File: src/rtl/ifetch_unit_pkg.sv
// mips_pkg: shared fetch-stage types, widths and the misalignment helper
package mips_pkg;
  localparam int INSTR_W = 32;
  localparam logic [INSTR_W-1:0] NOP_INSTR = 32'h0;
  typedef enum logic [1:0] {
    S_IDLE    = 2'd0,
    S_WAIT    = 2'd1,
    S_DISCARD = 2'd2
  } ifetch_state_t;
  function automatic logic is_misaligned(input logic [1:0] lsb);
    return lsb != 2'b00;
  endfunction
endpackage

File: src/rtl/ifetch_unit_if.sv
// ifetch_unit_if: imem req/ack bus plus decode valid/ready bus; master = fetch unit, slave = memory and decode
interface ifetch_unit_if import mips_pkg::*; #(
  parameter int ADDR_W = 32
);
  logic               imem_req;
  logic [ADDR_W-1:0]  imem_addr;
  logic               imem_ack;
  logic [INSTR_W-1:0] imem_rdata;
  logic               if_valid;
  logic [INSTR_W-1:0] if_instr;
  logic [ADDR_W-1:0]  if_pc;
  logic               if_misalign;
  logic               id_ready;
  modport master (
    output imem_req, imem_addr, if_valid, if_instr, if_pc, if_misalign,
    input  imem_ack, imem_rdata, id_ready
  );
  modport slave (
    input  imem_req, imem_addr, if_valid, if_instr, if_pc, if_misalign,
    output imem_ack, imem_rdata, id_ready
  );
endinterface

File: src/rtl/ifetch_unit_fetch_fifo.sv
// fetch_fifo: DEPTH x W FIFO with registered head (CLK/RSTn, push+din in, pop/clear in, head/valid/count out)
module fetch_fifo import mips_pkg::*; #(
  parameter int DEPTH = 2,
  parameter int W     = 65
) (
  input  logic                     CLK,
  input  logic                     RSTn,
  input  logic                     push,
  input  logic                     pop,
  input  logic                     clear,
  input  logic [W-1:0]             din,
  output logic [W-1:0]             head,
  output logic                     valid,
  output logic [$clog2(DEPTH):0]   count
);
  localparam int AW = $clog2(DEPTH);
  logic [W-1:0]  mem_q [DEPTH];
  logic [AW-1:0] wr_q, rd_q;
  always_ff @(posedge CLK or negedge RSTn)
    if (!RSTn) begin
      for (int i = 0; i < DEPTH; i++) mem_q[i] <= '0;
      wr_q  <= '0;
      rd_q  <= '0;
      count <= '0;
    end else if (clear) begin
      wr_q  <= '0;
      rd_q  <= '0;
      count <= '0;
    end else begin
      if (push) mem_q[wr_q] <= din;
      wr_q  <= wr_q + AW'(push);
      rd_q  <= rd_q + AW'(pop);
      count <= count + (AW+1)'(push) - (AW+1)'(pop);
    end
  assign head  = mem_q[rd_q];
  assign valid = count != '0;
endmodule

File: src/rtl/ifetch_unit.sv
// ifetch_unit: PC-driven fetch (CLK/RSTn, pc_in, pc_stall, flush; bus.master = imem req/ack + decode valid/ready)
module ifetch_unit import mips_pkg::*; #(
  parameter int DEPTH  = 2,
  parameter int ADDR_W = 32
) (
  input  logic              CLK,
  input  logic              RSTn,
  input  logic [ADDR_W-1:0] pc_in,
  output logic              pc_stall,
  input  logic              flush,
  ifetch_unit_if.master     bus
);
  localparam int CW = $clog2(DEPTH) + 1;
  localparam int EW = ADDR_W + INSTR_W + 1;
  ifetch_state_t     state_q;
  logic              req_q;
  logic [ADDR_W-1:0] addr_q;
  logic [CW-1:0]     count;
  logic [EW-1:0]     head;
  logic              valid, issue, done, push;
  assign issue    = state_q == S_IDLE && !flush && count < CW'(DEPTH);
  assign done     = state_q != S_IDLE && bus.imem_ack;
  assign push     = state_q == S_WAIT && bus.imem_ack && !flush;
  assign pc_stall = !RSTn || !push;
  always_ff @(posedge CLK or negedge RSTn)
    if (!RSTn) begin
      state_q <= S_IDLE;
      req_q   <= 1'b0;
      addr_q  <= '0;
    end else begin
      state_q <= issue ? S_WAIT : done ? S_IDLE : state_q == S_WAIT && flush ? S_DISCARD : state_q;
      req_q   <= issue || (req_q && !done);
      if (issue) addr_q <= pc_in;
    end
  fetch_fifo #(.DEPTH(DEPTH), .W(EW)) u_fifo (
    .CLK   (CLK),
    .RSTn  (RSTn),
    .push  (push),
    .pop   (valid && bus.id_ready),
    .clear (flush),
    .din   ({addr_q, bus.imem_rdata, is_misaligned(addr_q[1:0])}),
    .head  (head),
    .valid (valid),
    .count (count)
  );
  assign bus.imem_req  = req_q;
  assign bus.imem_addr = addr_q;
  assign bus.if_valid  = valid;
  assign {bus.if_pc, bus.if_instr, bus.if_misalign} = head;
endmodule

File: src/flat_wrapper.sv
// flat-port wrapper written by rule: the top's interface ports become plain ports
module ifetch_unit_flat import mips_pkg::*;
#(
  parameter int DEPTH  = 2,
  parameter int ADDR_W = 32
)
  (CLK, RSTn, pc_in, pc_stall, flush, bus_imem_req, bus_imem_addr, bus_if_valid, bus_if_instr, bus_if_pc, bus_if_misalign, bus_imem_ack, bus_imem_rdata, bus_id_ready);
  ifetch_unit_if #(.ADDR_W(ADDR_W)) bus_i ();
  input  logic CLK;
  input  logic RSTn;
  input  logic [ADDR_W-1:0] pc_in;
  output logic pc_stall;
  input  logic flush;
  output wire logic [$bits(bus_i.imem_req)-1:0] bus_imem_req;
  output wire logic [$bits(bus_i.imem_addr)-1:0] bus_imem_addr;
  output wire logic [$bits(bus_i.if_valid)-1:0] bus_if_valid;
  output wire logic [$bits(bus_i.if_instr)-1:0] bus_if_instr;
  output wire logic [$bits(bus_i.if_pc)-1:0] bus_if_pc;
  output wire logic [$bits(bus_i.if_misalign)-1:0] bus_if_misalign;
  input wire logic [$bits(bus_i.imem_ack)-1:0] bus_imem_ack;
  input wire logic [$bits(bus_i.imem_rdata)-1:0] bus_imem_rdata;
  input wire logic [$bits(bus_i.id_ready)-1:0] bus_id_ready;
  assign bus_imem_req = bus_i.imem_req;
  assign bus_imem_addr = bus_i.imem_addr;
  assign bus_if_valid = bus_i.if_valid;
  assign bus_if_instr = bus_i.if_instr;
  assign bus_if_pc = bus_i.if_pc;
  assign bus_if_misalign = bus_i.if_misalign;
  assign bus_i.imem_ack = bus_imem_ack;
  assign bus_i.imem_rdata = bus_imem_rdata;
  assign bus_i.id_ready = bus_id_ready;
  ifetch_unit #(.DEPTH(DEPTH), .ADDR_W(ADDR_W)) u_core (.CLK(CLK), .RSTn(RSTn), .pc_in(pc_in), .pc_stall(pc_stall), .flush(flush), .bus(bus_i));
endmodule
File: config.mk
export PLATFORM = sky130hd
export DESIGN_NAME = ifetch_unit_flat
export DESIGN_NICKNAME = d
export VERILOG_FILES = /design/src/rtl/ifetch_unit_pkg.sv /design/src/rtl/ifetch_unit_if.sv /design/src/rtl/ifetch_unit_fetch_fifo.sv /design/src/rtl/ifetch_unit.sv /design/src/flat_wrapper.sv
export SDC_FILE = /design/constraint.sdc
export NUM_CORES = 1
export LEC_CHECK = 0
export ABC_CLOCK_PERIOD_IN_PS = 2600
export BUFFER_PORTS_ARGS = -buffer_cell sky130_fd_sc_hd__buf_2
export CAP_MARGIN = 20
export CORE_ASPECT_RATIO = 0.9
export CORE_UTILIZATION = 54
export CTS_BUF_LIST = sky130_fd_sc_hd__clkbuf_16
export DETAILED_ROUTE_END_ITERATION = 12
export GPL_TIMING_DRIVEN = 0
export PLACE_DENSITY = 0.8
export SYNTH_ARGS = -nofsm -noshare
export SYNTH_HDL_FRONTEND = slang
export SYNTH_HIERARCHICAL = 1
export SYNTH_SLANG_ARGS = --single-unit
File: constraint.sdc
create_clock -name CLK -period 2.6 [get_ports CLK]
set_clock_uncertainty 0.15 [all_clocks]
set_input_delay 0.13 -clock CLK [delete_from_list [all_inputs] [get_ports CLK]]
set_output_delay 0.13 -clock CLK [all_outputs]
set_load 0.03 [all_outputs]
## Word-level counts from Yosys, hierarchy flattened

Cells that the tools add are included.

| operators by class | value |
|---|---|
| $add $sub $neg | 4 |
| order comparisons | 4 |
| equality and inequality tests | 1 |
| muxes and demuxes | 12 |
| bitwise operators | 3 |
| reductions and logical operators | 21 |

Operators with widths:

| kind | number |
|---|---|
| $mux W65 | 4 |
| $bwmux W130 | 1 |
| $demux W65 S1 | 1 |
| $logic_and A1 B1 Y1 | 9 |
| $mux W2 | 4 |
| $reduce_bool A2 Y1 | 3 |
| $ge A2 B2 Y1 const B | 2 |
| $logic_not A1 Y1 | 4 |
| $not A1 Y2 | 2 |
| $reduce_bool A3 Y1 | 1 |
| $add A1 B1 Y1 | 2 |
| $add A2 B1 Y2 | 1 |
| $eq A2 B1 Y1 const B | 1 |
| $logic_not A2 Y1 | 1 |
| $logic_or A1 B1 Y1 | 2 |
| $lt A2 B1 Y1 const B | 1 |
| $lt A2 B2 Y1 const B | 1 |
| $mux W1 | 2 |
| $reduce_and A2 Y1 | 1 |
| $sub A2 B1 Y2 | 1 |
| $not A1 Y1 | 1 |

| storage, ports and cells | value |
|---|---|
| bits in registers | 169 |
| bits of input ports | 69 |
| output and inout bits | 100 |

## Longest topological paths before layout

Gate-level depths: netlist (run 1).

| logic depth | value |
|---|---|
| word-level depth | 6 |
| depth in mapped cells | 7 |
| depth with buffers taken out | 7 |

## Modules after synthesis

Netlist (run 1), hierarchy kept.

By module, submodules not included:

| module | times used | cells an instance | area each (um2) | seq. area each (um2) |
|---|---|---|---|---|
| fetch_fifo | 1 | 364 | 5838.1 | 3353.2 |
| ifetch_unit | 1 | 83 | 1365.1 | 875.8 |

## Worst setup path after synthesis (run 1)

No wires, ideal clock.

| timing path | value |
|---|---|
| path kind | flip-flop to flip-flop |
| from | register u_core.state_q[1] |
| to | register u_core/u_fifo/mem_q[66] in the netlist's numbering |
| setup time | 0.125 ns |
| arrival time | 1.920 ns |
| data required time | 2.325 ns |
| slack | 0.406 ns |
| stages on the path, launching flop included | 6 |
| buffers on the path | 2 |
| cell sequence | dfrtp_1 -> nor4bb_1 -> nor3b_2 -> buf_4 -> buf_6 -> mux2_2 |

| between the ends | value |
|---|---|
| longest elaborated chain between the ends | 4 |

Ends and longest elaborated chain:

| item | RTL line | text |
|---|---|---|
| start: declaration | ifetch_unit.sv:15 | `ifetch_state_t state_q;` |
| start signal: assignment | ifetch_unit.sv:31 | `state_q <= issue ? S_WAIT : done ? S_IDLE : state_q == S_WAIT && flush ? S_DISCARD : state_q;` |
| $eq A2 B1 Y1 | ifetch_unit.sv:23 | `assign push = state_q == S_WAIT && bus.imem_ack && !flush;` |
| $logic_and A1 B1 Y1 (2 in a row) | ifetch_unit.sv:23 |  |
| named net u_core.push | ifetch_unit.sv:20 | `logic valid, issue, done, push;` |
| $reduce_and A2 Y1 (no line) | n/a |  |
| end signal: indexed assignment | ifetch_unit_fetch_fifo.sv:30 | `if (push) mem_q[wr_q] <= din;` |
| end: declaration | ifetch_unit_fetch_fifo.sv:17 | `logic [W-1:0] mem_q [DEPTH];` |

The timed path passes the listed nets, and every way through them passes these cells.
A chain may end at the register's enable or synchronous reset.

## Final worst setup path (run 1)

| timing path | value |
|---|---|
| from | register u_core.u_fifo.rd_q |
| to | output port bus_if_pc[25] |

| between the ends | value |
|---|---|
| longest elaborated chain between the ends | 4 |

Ends and longest elaborated chain:

| item | RTL line | text |
|---|---|---|
| start: declaration | ifetch_unit_fetch_fifo.sv:18 | `logic [AW-1:0] wr_q, rd_q;` |
| start signal: assignment | ifetch_unit_fetch_fifo.sv:32 | `rd_q <= rd_q + AW'(pop);` |
| $not A1 Y2 (not written as such) | ifetch_unit_fetch_fifo.sv:35 | `assign head = mem_q[rd_q];` |
| $mux W65 (not written as such) (3 in a row) | ifetch_unit_fetch_fifo.sv:35 |  |
| end: declaration | flat_wrapper.sv:18 | `output wire logic [$bits(bus_i.if_pc)-1:0] bus_if_pc;` |

Every way passes these cells. The select of a mux whose other input is x is not followed.

==> impl_metrics.tcl, run 1 <==
set metrics [dict create \
    p_leak_nw 4.642 \
    pwr_density_cell_nw_per_um2 1221 \
    cts_tree "yes" \
    synth-simple-area-share_pct 1.459 \
    r2r_start "u_core/state_q[1]" \
    synth_seq_cells 169 \
    crit_chain "buf_2, buf_2, mux2_2, buf_2" \
    initial_utilization_pct 56.13 \
    grtUsageTotal_pct 25.40 \
    ant_nets 0 \
    relSlewSlack_pct 57.31 \
    vdd_ir_drop_max_uv 947.9 \
    synth-xor-area-share_pct 0.5558 \
    grt_pass1_wl_um 25950 \
    synth_nets 518 \
    synth_compound_area_share_pct 0.4169 \
    crit_path_end_kind "output port" \
    synth_common_cells "mux2_2, dfrtp_1, buf_6" \
    clkLatencyLatePin_ns 0.42 \
    num_antenna_cells 0 \
    period_needed_ns 2.279 \
    clk_path_buf_depth 2 \
    clock-sinks 169 \
    dieArea_um2 13810 \
    crit_type "reg -> out" \
    synth_edf_count 0 \
    synth_top_cell_area_share_pct 58.71 \
    wirelength_um 16520 \
    synth_top_family_by_area "multiplexers" \
    wl_per_cell_um 18.79 \
    yosysTopAreaCell "dfrtp_1" \
    syn_inst 447 \
    synth-main-ff-cell "dfrtp_1" \
    firstDrtPassIters 4 \
    muxShareOfSynthArea_pct 35.49 \
    ys_warn_count 6 \
    cpMaxStageDelayCell "buf_2" \
    coreArea_um2 12830 \
    rsz0062_at_grt "no" \
    cp-start-kind "register" \
    grt_pass1_vias 5015 \
    rows 39 \
    min_path_type "in -> async" \
    postSynthAreaPerCell_um2 16.11 \
    synth_seq_area_share_pct 58.71 \
    globalplace.congestion 0.7521 \
    pin_count 169 \
    synthAdderAreaFrac_pct 0.3474 \
    synth_area_um2 7203 \
    synth_area_leaders "dfrtp_1, mux2_2, buf_6, buf_2, ha_1" \
    status "completed" \
    path_clk_slew_ns 0.06 \
    hold_violations 0 \
    arrival_ns 2.00 \
    cts_buffers 17 \
    timing.fmax_mhz 438.8 \
    fin_crit_sh_pct 87.65 \
    via_count 4645 \
    synth.most_common_cell "mux2_2" \
    maxCapViolations 0 \
    drc_errors 0 \
    dieWidth_um 123.7 \
    hold_slack_ns 0.1386 \
    hpwl_um 10650 \
    grt_max_degree 88 \
    nNetsFinal 774 \
    h-tree-depth 4 \
    cp_common_cell "buf_2" \
    drive_gt1_share_pct 62.66 \
    drt_iter0_drc 170 \
    io_buffers 168 \
    area_growth_pct 31.56 \
    die_h_um 111.6 \
    required_ns 2.32 \
    crit_fanout 10 \
    cts_root_buf "clkbuf_16" \
    post-route-util_pct 73.84 \
    tightestPinTransition_ns 0.6356 \
    grt_antenna_before_repair 0 \
    grt_overflow_total 0 \
    cts_setup_buffers 0 \
    critPathMaxStageDelay_ns 0.39 \
    via_per_inst 5.284 \
    placed_area_um2 8287 \
    synth_cell_types 24 \
    setup_violations 0 \
    slew_violations 0 \
    worstSetupStartpoint "u_core/u_fifo/rd_q" \
    total_power_mw 11.58 \
    async_reset_ff_share_pct 100.0 \
    final_area_um2 9477 \
]
flip-flops by register name, indices dropped and copies added (netlist names):
signal,flops
u_core/bus.imem_addr,32
u_core/bus.imem_req,1
u_core/state_q,2
u_core/u_fifo/count,2
u_core/u_fifo/mem_q,130
u_core/u_fifo/rd_q,1
u_core/u_fifo/wr_q,1
per-layer routing:
layer  vias to the layer above  GRT usage, %  routed length [um]
li1                       2127             -                   -
met1                      2365         31.98                7125
met2                       132         41.67                8112
met3                        21         7.838                1039
met4                         0         7.952                 237
met5                         -             0                   0
critical path, delay by kind of cell (launching register included):
kind,cells,cell delay (ns)
mux,1,0.38
buf+inv,3,0.85
flops,1,0.35
timing repair:
item	CTS	global route
hold buffers	68	0
gates resized for setup	1	1
setup endpoints to repair	43	3
endpoints found under the hold margin	185	0
worst paths after layout:
check,slack (ns),end,depth (start not counted)
min,0.14,u_core/u_fifo/mem_q[24],2
max in group asynchronous,1.33,u_core/u_fifo/mem_q[5],3
min reg2reg,0.35,u_core/u_fifo/mem_q[33],1
max,0.32,bus_if_pc[25],4
max reg2reg,0.32,u_core/u_fifo/mem_q[117],5
min in group CLK,0.29,u_core/state_q[1],3
cell usage in the layout (no fill, tap or decap), types with 2 or more instances in the layout:
master,n
nor2_1,5
clkbuf_16,17
clkinv_1,5
ha_1,2
mux2_1,2
inv_1,5
buf_4,2
clkinv_2,4
xnor2_1,2
clkinvlp_4,3
or2_2,2
buf_6,13
mux2_2,225
dfrtp_1,169
dlygate4sd3_1,68
buf_2,176
final cells by class:
cell class	instances	area [um2]
flip-flops and latches	169	4229
well taps	164	205.2
inverters	3	11.26
clock inverters	14	68.82
repair buffers	237	1559
clock buffers	17	425.4
fillers	846	3357
multi-input cells	251	2771
plain buffers	24	206.4
logic make-up after synthesis:
logic type | count (synthesis)
multiplexers | 227
flip-flops | 169
buffers and inverters | 27
AND/OR/NAND/NOR | 15
AO/OA/AOI/OAI | 4
XOR/XNOR | 3
adder cells (fa/ha/maj) | 2
metrics by stage:
| stage | setup WS (ns) | std cells | TNS, ns |
|---|---|---|---|
| after floorplan | 0.4057 | 447 | 0 |
| after global placement | -1.152 | 779 | -194.18 |
| after detailed placement | -0.03847 | 780 | -0.4173 |
| after CTS | 0.1591 | 879 | 0 |
| after global routing | 0.1643 | 879 | 0 |
| final | 0.3211 | 879 | 0 |
where the power goes:
part           total [mW]  internal [mW]  switching [mW]
clock                2.15           1.18           0.971
combinational        5.14           2.12            3.01
sequential           4.29           3.63           0.659
Note: power is estimated with default switching activity, not from simulation.
==> run 2, diff against run 1 <==
--- a/config.mk
+++ b/config.mk
@@ -5,6 +5,7 @@
 export SDC_FILE = /design/constraint.sdc
 export NUM_CORES = 1
 export LEC_CHECK = 0
+export ABC_AREA = 1
 export ABC_CLOCK_PERIOD_IN_PS = 2600
 export BUFFER_PORTS_ARGS = -buffer_cell sky130_fd_sc_hd__buf_2
 export CAP_MARGIN = 20
@@ -13,7 +14,7 @@
 export CTS_BUF_LIST = sky130_fd_sc_hd__clkbuf_16
 export DETAILED_ROUTE_END_ITERATION = 12
 export GPL_TIMING_DRIVEN = 0
-export PLACE_DENSITY = 0.8
+export PLACE_DENSITY_LB_ADDON = 0.25
 export SYNTH_ARGS = -nofsm -noshare
 export SYNTH_HDL_FRONTEND = slang
 export SYNTH_HIERARCHICAL = 1
==> impl_metrics.tcl, run 2 <==
set metrics [dict create \
    status "completed" \
    period_needed_ns 2.237 \
    cpMaxStageDelayCell "dlygate4sd3_1" \
    min_path_type "in -> async" \
    grt_max_degree 87 \
    hpwl_um 12060 \
    grt_overflow_total 0 \
    final_area_um2 9781 \
    tns_ns 0 \
    timing.fmax_mhz 447.1 \
    preCtsSetupSlack_ns 0.5514 \
    drc_errors 0 \
    yosysTopAreaCell "dfrtp_1" \
    synth_edf_count 0 \
    hold_slack_ns 0.1133 \
    firstDrtPassIters 7 \
    cts_tree "yes" \
    crit_path_end_kind "output port" \
    cp-start-kind "input pin" \
    synth_common_cells "nand2_1, dfrtp_1, o21ai_0" \
    pwr_density_cell_nw_per_um2 1182 \
    synth_top_cell_area_share_pct 56.53 \
    nNetsFinal 1073 \
    num_antenna_cells 0 \
    ant_nets 0 \
    syn_inst 745 \
    clock-sinks 169 \
    slew_violations 0 \
    dieArea_um2 14330 \
    async_reset_ff_share_pct 100.0 \
    cts_root_buf "clkbuf_16" \
    grtUsageTotal_pct 28.09 \
    post_cts_resized 0 \
    grt_antenna_before_repair 0 \
    via_per_inst 5.199 \
    crit_fanout 86 \
    relSlewSlack_pct 55.62 \
    coreArea_um2 13410 \
    h-tree-depth 4 \
    layout.cells.most_common "nand2_1" \
    globalplace.congestion 0.7859 \
    grt_pass1_vias 6055 \
    fin_crit_sh_pct 86.03 \
    setup_violations 0 \
    synth_area_um2 7481 \
    crit_chain "dlygate4sd3_1, buf_8, buf_16, nand3_1, buf_2" \
    fillCellCount 987 \
    synth_cell_types 23 \
    final_cell_mix "nand2_1, buf_2, dfrtp_1" \
    largest-register "u_core/u_fifo/mem_q" \
    cp_num_buf_inv 4 \
    pin_count 169 \
    via_count 6151 \
    area_growth_pct 30.74 \
    synth-main-ff-cell "dfrtp_1" \
    drt_iter0_drc 505 \
    synth_nets 816 \
    crit_family "buffers and inverters" \
    crit_type "in -> out" \
    cts_buffers 17 \
    maxCapViolations 0 \
    wirelength_um 19280 \
    cts_setup_buffers 0 \
    path_clk_slew_ns 0.06 \
    required_ns 2.32 \
    tightestPinTransition_ns 0.6657 \
    p_leak_nw 5.173 \
    synth.most_common_cell "nand2_1" \
    rows 40 \
    arrival_ns 1.96 \
    synth_seq_area_share_pct 56.53 \
    wl_per_cell_um 16.30 \
    initial_utilization_pct 55.77 \
    vdd_ir_drop_max_uv 857.1 \
    hold_violations 0 \
    synth_seq_cells 169 \
    holdBufCountCts 69 \
    synth_area_leaders "dfrtp_1, nand2_1, mux2_2, o21ai_0, buf_6" \
    critPathMaxStageDelay_ns 0.56 \
    largest_reg_flops 130 \
    ys_warn_count 6 \
    rsz0062_at_grt "no" \
    total_power_mw 11.56 \
    postSynthAreaPerCell_um2 10.04 \
    clk_path_buf_depth 2 \
    dieWidth_um 126.1 \
    drive_gt1_share_pct 32.12 \
    grt_pass1_wl_um 30820 \
    placed_area_um2 8569 \
    setup_slack_ns 0.3633 \
    clkLatencyLatePin_ns 0.42 \
    io_buffers 168 \
    die_h_um 113.7 \
]
run 2: cell types whose count changed after synthesis, sizes merged, moves of 2 or more:
cell	delta
clkbuf	+7
o21ai	+132
nand2	+203
buf	+13
inv	+73
nand3	+36
a21oi	+2
mux2	-162
nor2	+5
run 2: through the flow:
step	utilization [%]	std cells
6_report	72.92	1183
5_1_grt	72.92	1183
4_1_cts	72.92	1183
3_5_place_dp	63.89	1082
3_3_place_gp	63.61	1081
2_1_floorplan	-	745
run 2: final cells by class:
| type | count | area (um2) | share of cell area (%) |
|---|---|---|---|
| buffer | 44 | 406.6 | 4.158 |
| timing repair buffer | 238 | 1569 | 16.04 |
| clock inverter | 15 | 95.09 | 0.9722 |
| sequential | 169 | 4229 | 43.24 |
| multi-input combinational | 456 | 2560 | 26.17 |
| tap | 168 | 210.2 | 2.149 |
| clock buffer | 17 | 425.4 | 4.349 |
| inverter | 76 | 285.3 | 2.917 |
run 2: report_power, final:
group | leakage, nW | switching [mW] | total [mW] | internal [mW]
Clock | 0.263 | 0.986 | 2.27 | 1.28
Combinational | 2.68 | 3.38 | 5.21 | 1.83
Sequential | 2.23 | 0.563 | 4.09 | 3.53
Total | 5.17 | 4.93 | 11.6 | 6.63
run 2: cell families (layout without fill, tap and decap cells):
group	count (synthesis)	after routing	share of synthesized area, %
xor gates and xnor gates	1	1	0.1171
muxes	65	65	9.784
and+or+nand+nor	253	253	13.85
DFF	169	169	56.53
adders and majority gates	2	2	0.3345
AOI/OAI and AO/OA	135	135	10.14
buffers and inverters	120	390	9.249
run 2: worst paths after layout:
path | from | endpoint | slack [ns] | depth (start not counted)
min in group CLK | bus_id_ready | u_core/u_fifo/count[1] | 0.25 | 7
max in group asynchronous | RSTn | u_core/u_fifo/mem_q[52] | 1.34 | 3
worst max-delay path | RSTn | pc_stall | 0.36 | 5
worst min-delay path | RSTn | u_core/u_fifo/mem_q[4] | 0.11 | 2
worst min register to register | u_core/bus.imem_req | u_core/bus.imem_req | 0.32 | 2
worst max register to register | u_core/state_q[0] | u_core/u_fifo/count[1] | 0.46 | 11
run 2: layer usage:
| layer | global-route usage, % | wire, um | vias to the layer above | part of all wire (%) |
|---|---|---|---|---|
| met2 | 48.55 | 9588 | 212 | 50 |
| met3 | 5.863 | 1095 | 23 | 5.7 |
| met1 | 35.81 | 8350 | 3006 | 43 |
| met5 | 0 | 0 | - | 0 |
| met4 | 8.434 | 250 | 0 | 1.3 |
| li1 | - | - | 2910 | - |
run 2: worst register-to-register path, cell delays in order (launching register included):
cell	delay [ns]
dfrtp_1	0.44
inv_1	0.08
nor2_1	0.13
nand2_1	0.08
nor2_1	0.28
inv_1	0.14
ha_1	0.32
inv_1	0.07
ha_1	0.16
nand3_1	0.09
nand2_1	0.06
nor2_1	0.04
